===== config.mk =====
export PLATFORM = sky130hd
export DESIGN_NAME = core_pip_ctrl
export DESIGN_NICKNAME = d
export VERILOG_FILES = /design/src/rtl/core_pip_ctrl.sv
export SDC_FILE = /design/constraint.sdc
export NUM_CORES = 1
export LEC_CHECK = 0
export CAP_MARGIN = 15
export CORE_AREA = 5 5 117 119
export DETAILED_ROUTE_END_ITERATION = 8
export DIE_AREA = 0 0 122 124
export PLACE_DENSITY = 0.77
export SETUP_SLACK_MARGIN = 0.05
export SYNTH_ARGS = -nofsm -noshare
export SYNTH_HDL_FRONTEND = slang
export SYNTH_SLANG_ARGS = --single-unit

===== constraint.sdc =====
create_clock -name i_Clk -period 1.95 [get_ports i_Clk]
set_input_delay 0.195 -clock i_Clk [delete_from_list [all_inputs] [get_ports i_Clk]]
set_output_delay 0.195 -clock i_Clk [all_outputs]
set_load 0.01 [all_outputs]

===== src/rtl/core_pip_ctrl.sv =====
// rtl/core_pip_ctrl.sv - pipeline valid/stall/flush control with sticky events and perf counters
module core_pip_ctrl #(
    parameter  int STAGES = 5,
    parameter  int CNT_W  = 32,
    localparam int SW     = $clog2(STAGES + 1)
) (
    input  logic              i_Clk,
    input  logic              i_Rst,
    input  logic              i_IssueValid,
    input  logic [STAGES-1:0] i_StallReq,
    input  logic              i_FlushReq,
    input  logic [SW-1:0]     i_FlushStage,
    input  logic [STAGES-1:0] i_Event,
    input  logic [STAGES-1:0] i_IrqMask,
    input  logic              i_IrqAck,
    input  logic              i_CntClr,
    output logic [STAGES-1:0] o_StallEn,
    output logic [STAGES-1:0] o_FlushEn,
    output logic [STAGES-1:0] o_Valid,
    output logic              o_Interrupt,
    output logic [STAGES-1:0] o_EventLatch,
    output logic [CNT_W-1:0]  o_CycleCnt,
    output logic [CNT_W-1:0]  o_RetireCnt,
    output logic [CNT_W-1:0]  o_StallCnt
);

    logic [STAGES-1:0] stall_en;
    logic [STAGES-1:0] flush_en;
    logic [SW-1:0]     flush_lim;
    logic              retire;

    logic [STAGES-1:0] valid_d, valid_q;
    logic [STAGES-1:0] evt_d, evt_q;
    logic              irq_d, irq_q;
    logic [CNT_W-1:0]  cyc_d, cyc_q;
    logic [CNT_W-1:0]  ret_d, ret_q;
    logic [CNT_W-1:0]  stl_d, stl_q;

    function automatic logic [CNT_W-1:0] sat_inc(input logic [CNT_W-1:0] cnt, input logic en);
        return (en && (cnt != '1)) ? cnt + CNT_W'(1) : cnt;
    endfunction

    // A stall in an older stage freezes every younger stage behind it.
    always_comb begin
        logic acc;
        acc      = 1'b0;
        stall_en = '0;
        for (int k = STAGES - 1; k >= 0; k--) begin
            acc         = acc | i_StallReq[k];
            stall_en[k] = acc;
        end
    end

    always_comb begin
        flush_lim = (i_FlushStage > SW'(STAGES)) ? SW'(STAGES) : i_FlushStage;
        flush_en  = '0;
        for (int k = 0; k < STAGES; k++) begin
            flush_en[k] = i_FlushReq & (SW'(k) < flush_lim);
        end
    end

    // Flush beats stall; an unstalled stage behind a stalled one takes a bubble.
    always_comb begin
        valid_d    = '0;
        valid_d[0] = flush_en[0] ? 1'b0 : (stall_en[0] ? valid_q[0] : i_IssueValid);
        for (int k = 1; k < STAGES; k++) begin
            if (flush_en[k]) begin
                valid_d[k] = 1'b0;
            end else if (stall_en[k]) begin
                valid_d[k] = valid_q[k];
            end else begin
                valid_d[k] = valid_q[k-1] & ~stall_en[k-1];
            end
        end
    end

    always_comb begin
        retire = valid_q[STAGES-1] & ~stall_en[STAGES-1] & ~flush_en[STAGES-1];
        evt_d  = (i_IrqAck ? '0 : evt_q) | (i_Event & i_IrqMask);
        irq_d  = |evt_d;
        cyc_d  = i_CntClr ? '0 : sat_inc(cyc_q, 1'b1);
        ret_d  = i_CntClr ? '0 : sat_inc(ret_q, retire);
        stl_d  = i_CntClr ? '0 : sat_inc(stl_q, stall_en[0]);
    end

    always_ff @(posedge i_Clk) begin
        if (i_Rst) begin
            valid_q <= '0;
            evt_q   <= '0;
            irq_q   <= 1'b0;
            cyc_q   <= '0;
            ret_q   <= '0;
            stl_q   <= '0;
        end else begin
            valid_q <= valid_d;
            evt_q   <= evt_d;
            irq_q   <= irq_d;
            cyc_q   <= cyc_d;
            ret_q   <= ret_d;
            stl_q   <= stl_d;
        end
    end

    assign o_StallEn    = stall_en;
    assign o_FlushEn    = flush_en;
    assign o_Valid      = valid_q;
    assign o_Interrupt  = irq_q;
    assign o_EventLatch = evt_q;
    assign o_CycleCnt   = cyc_q;
    assign o_RetireCnt  = ret_q;
    assign o_StallCnt   = stl_q;

endmodule


==> implementation parameters <==
Parameter                              Value

Run status
  Outcome    completed

Yosys
  Synthesized flop and latch total    107
  Nets in the synthesized netlist    688
  Async set or reset register ratio after synthesis    0
  Cells after Synth    661
  Portion of the post-synthesis area used by sequential elements    0.387
  Number of library cell types mapped by synthesis    60
  Number of flops mapped to enable cells by yosys    0
  Average instance area after synthesis    8.36 um2
  Number of warning messages in the yosys log    0
  Post-synthesis instance area    0.00553 mm2
  Main flop type after synthesis    sky130_fd_sc_hd__dfxtp_1

Floorplan
  Die Outline Area    0.0151 mm2
  Rows    41
  Die extent in x    122 um
  I/O pin count    141
  Core box area    0.0125 mm2
  Height of the die    124 um
  Initial Utilization    0.444

STA
  Post-route minimum period    1.92 ns
  Final worst-path setup slack    0.0309 ns
  Hold violation total from the final report    0
  Count of final setup violators    0
  Number of slew-limit violations in the final report    0
  Unrepaired setup endpoints after global routing    yes
  Actual transition at the worst max-transition pin    0.439 ns
  Period utilisation layout    0.984
  Relative max-transition margin    0.707
  Setup skew after layout    0.00560 ns
  Max Clock Freq    521 MHz

GRT
  Largest net degree at the start of global routing    46
  Number of global-route vias before repair    5825
  First-pass GRT wire length    27800 um
  Total routing usage reported by global routing    0.224
  Initial antenna violation count    0
  Total overflow reported by the global router    0

Cells and area
  Fin area    0.00844 mm2
  Area growth from synthesis to layout    52.6%
  End-of-flow core utilization    0.677
  Commonest non-fill, non-tap cell in the layout    sky130_fd_sc_hd__clkdlybuf4s50_1
  Layout fillers    1005
  Antenna Diode Count    0
  Net count, final    923
  Most frequent cells in the layout    sky130_fd_sc_hd__clkdlybuf4s50_1 (135), sky130_fd_sc_hd__buf_4 (113), sky130_fd_sc_hd__dfxtp_1 (88)
  Proportion of layout cells with a drive suffix above 1    0.229

Clocking
  Worst-path clk slew    0.07 ns
  Clock Latency Late Sink    0.35 ns
  CTS tree    done
  Total CTS buffers    9
  Root buffer cell    sky130_fd_sc_hd__clkbuf_16
  Number of clock sinks    107
  Quantity of hold-fixing buffers added after cts    0
  Maximum root-to-sink buffer count    2
  H-tree level count    3

Detailed routing
  Number of nets still failing antenna checks after routing    0
  Number of iterations in the first detailed-routing pass    5
  DRC violation count after routing    0
  Vias after detailed routing    6110
  Wire length after detailed routing    17700 um
  Iter 0 DRT Violations    349
  Avg Vias per Cell    5.69
  Routed WL per cell    16.5 um

Critical path
  Class of the most critical setup path    reg2reg
  Delay of the slowest cell on the worst path    0.47 ns
  CP Launch Point    o_CycleCnt[0]
  CP Capture Type    flip-flop
  Signal arrival time at the worst endpoint    2.20 ns
  Crit-path cells    ha_4, and4_4, and2_4, a2111o_1, or3_4, a21oi_2
  Worst path required time    2.23 ns
  Critical path launch point type    flip-flop
  Reg2reg start    o_CycleCnt[0]
  Slowest stage cell, crit path    sky130_fd_sc_hd__a2111o_1
  Largest fanout of any net on the critical path    7

Power and ir drop
  Lkg Pwr    2.89 nW
  Combinational share of power    0.059
  Internal Power    3.47 mW
  Pwr per Cell Area    527 mW/mm2
  Post-route total power    4.44 mW
  Sequential share of power    0.496
  Net switching fraction of the power    0.218
  Share of total power in the clock network    0.445
  Sw power    0.968 mW
  Peak supply drop    0.490 mV

Placed design
  Global placer's final weighted congestion    0.938
  # port buffers    140
  Placed Instance Area    0.00783 mm2
  DPL Wire Length    13000 um
  Worst slack, placed    -0.305 ns

Job
  Max-cap violations    0

Min path
  Class of the tightest hold or removal check    in2reg
  Startpoint of the tightest hold check path    i_StallReq[4]
-- stage by stage --
stage / TNS [ns] / instances / hold WS [ns]
2_1_floorplan: 0 / 661 / 0.345
3_3_place_gp: -4.50 / 1046 / 0.456
3_5_place_dp: -7.91 / 1046 / 0.464
4_1_cts: 0 / 1064 / 0.387
5_1_grt: -0.0335 / 1073 / 0.437
6_report: 0 / 1073 / 0.407
-- worst max-delay path, delay by kind of cell (launching register included) --
family | cells | cell delay, ns
compound gates | 2 | 0.59
fa+ha+maj | 1 | 0.16
flops | 1 | 0.34
simple gates | 3 | 0.75
-- cell usage after synthesis, drive strengths merged (2+ instances only) --
cell | n | area, um2
a211oi | 5 | 37.5
nor3 | 19 | 100
xnor2 | 23 | 201
and3 | 10 | 62.6
buf | 8 | 68.8
nor4b | 3 | 56.3
nand2b | 7 | 43.8
nand4b | 3 | 26.3
ha | 3 | 37.5
nor2b | 2 | 12.5
o21ai | 26 | 130
nand4 | 25 | 163
xor2 | 4 | 35.0
a21oi | 57 | 285
nor4 | 9 | 71.3
mux2i | 18 | 180
and4 | 19 | 166
dfxtp | 107 | 2140
o211a | 2 | 20.0
or4 | 24 | 180
inv | 14 | 52.6
and2 | 8 | 50.1
o21a | 3 | 22.5
clkbuf | 25 | 93.8
nand3b | 3 | 22.5
nor3b | 3 | 22.5
a31oi | 7 | 43.8
o31ai | 23 | 186
nor2 | 37 | 139
nand2 | 70 | 263
a311oi | 4 | 35.0
or3 | 35 | 224
o211ai | 4 | 30.0
nand3 | 30 | 150
or2 | 7 | 43.8
-- power groups by stage --
stage / combinational, mW / clock [mW] / sequential [mW]
after floorplan: 0.0918 / 0 / 2.26
after global placement: 0.255 / 0 / 2.25
after detailed placement: 0.260 / 0 / 2.25
after CTS: 0.263 / 2.01 / 2.20
after global routing: 0.286 / 2.09 / 2.20
final: 0.264 / 1.98 / 2.20
-- final timing paths --
kind | slack [ns] | depth (start not counted) | end
worst min-delay path | 0.41 | 3 | o_Valid[4]
worst min register to register | 0.47 | 2 | o_Valid[1]
worst max-delay path | 0.03 | 6 | o_CycleCnt[27]
worst max register to register | 0.03 | 6 | o_CycleCnt[27]
-- cell type report --
cell class | instances | area [um2] | share of cell area
multi-input cells | 507 | 3350 | 0.398
repair buffers | 257 | 2320 | 0.275
flip-flops and latches | 107 | 2170 | 0.257
clock buffers | 13 | 282 | 0.0334
well taps | 172 | 215 | 0.0255
inverters | 14 | 52.6 | 0.00623
clock inverters | 3 | 42.5 | 0.00504
-- repair_timing --
item                       in CTS  in global routing
gates resized for setup        10                 49
pin swaps                       3                 14
cloned                          0                  0
buffers inserted                2                  9
setup endpoints to repair      26                 33
-- per-layer routing --
| layer | vias up | wire length (um) | global-route usage |
|---|---|---|---|
| li1 | 2947 | - | - |
| met3 | 32 | 1020 | 0.0431 |
| met1 | 2928 | 7480 | 0.277 |
| met4 | 0 | 425 | 0.0931 |
| met2 | 203 | 8830 | 0.382 |
| met5 | - | 0 | 0 |
-- logic make-up after synthesis --
logic type      Yosys count  share of synthesized area
buf+inv                  47                     0.0389
flops                   107                      0.387
mux                      18                     0.0326
xor+xnor                 27                     0.0428
fa+ha+maj                 3                    0.00679
compound gates          142                      0.161
simple gates            317                      0.331
-- registers in the layout (all words and copies together), names as in the netlist --
name          flops
o_CycleCnt       32
o_EventLatch      5
o_Interrupt       1
o_RetireCnt      32
o_StallCnt       32
o_Valid           5
No activity file was read; power rests on OpenSTA's default activity.
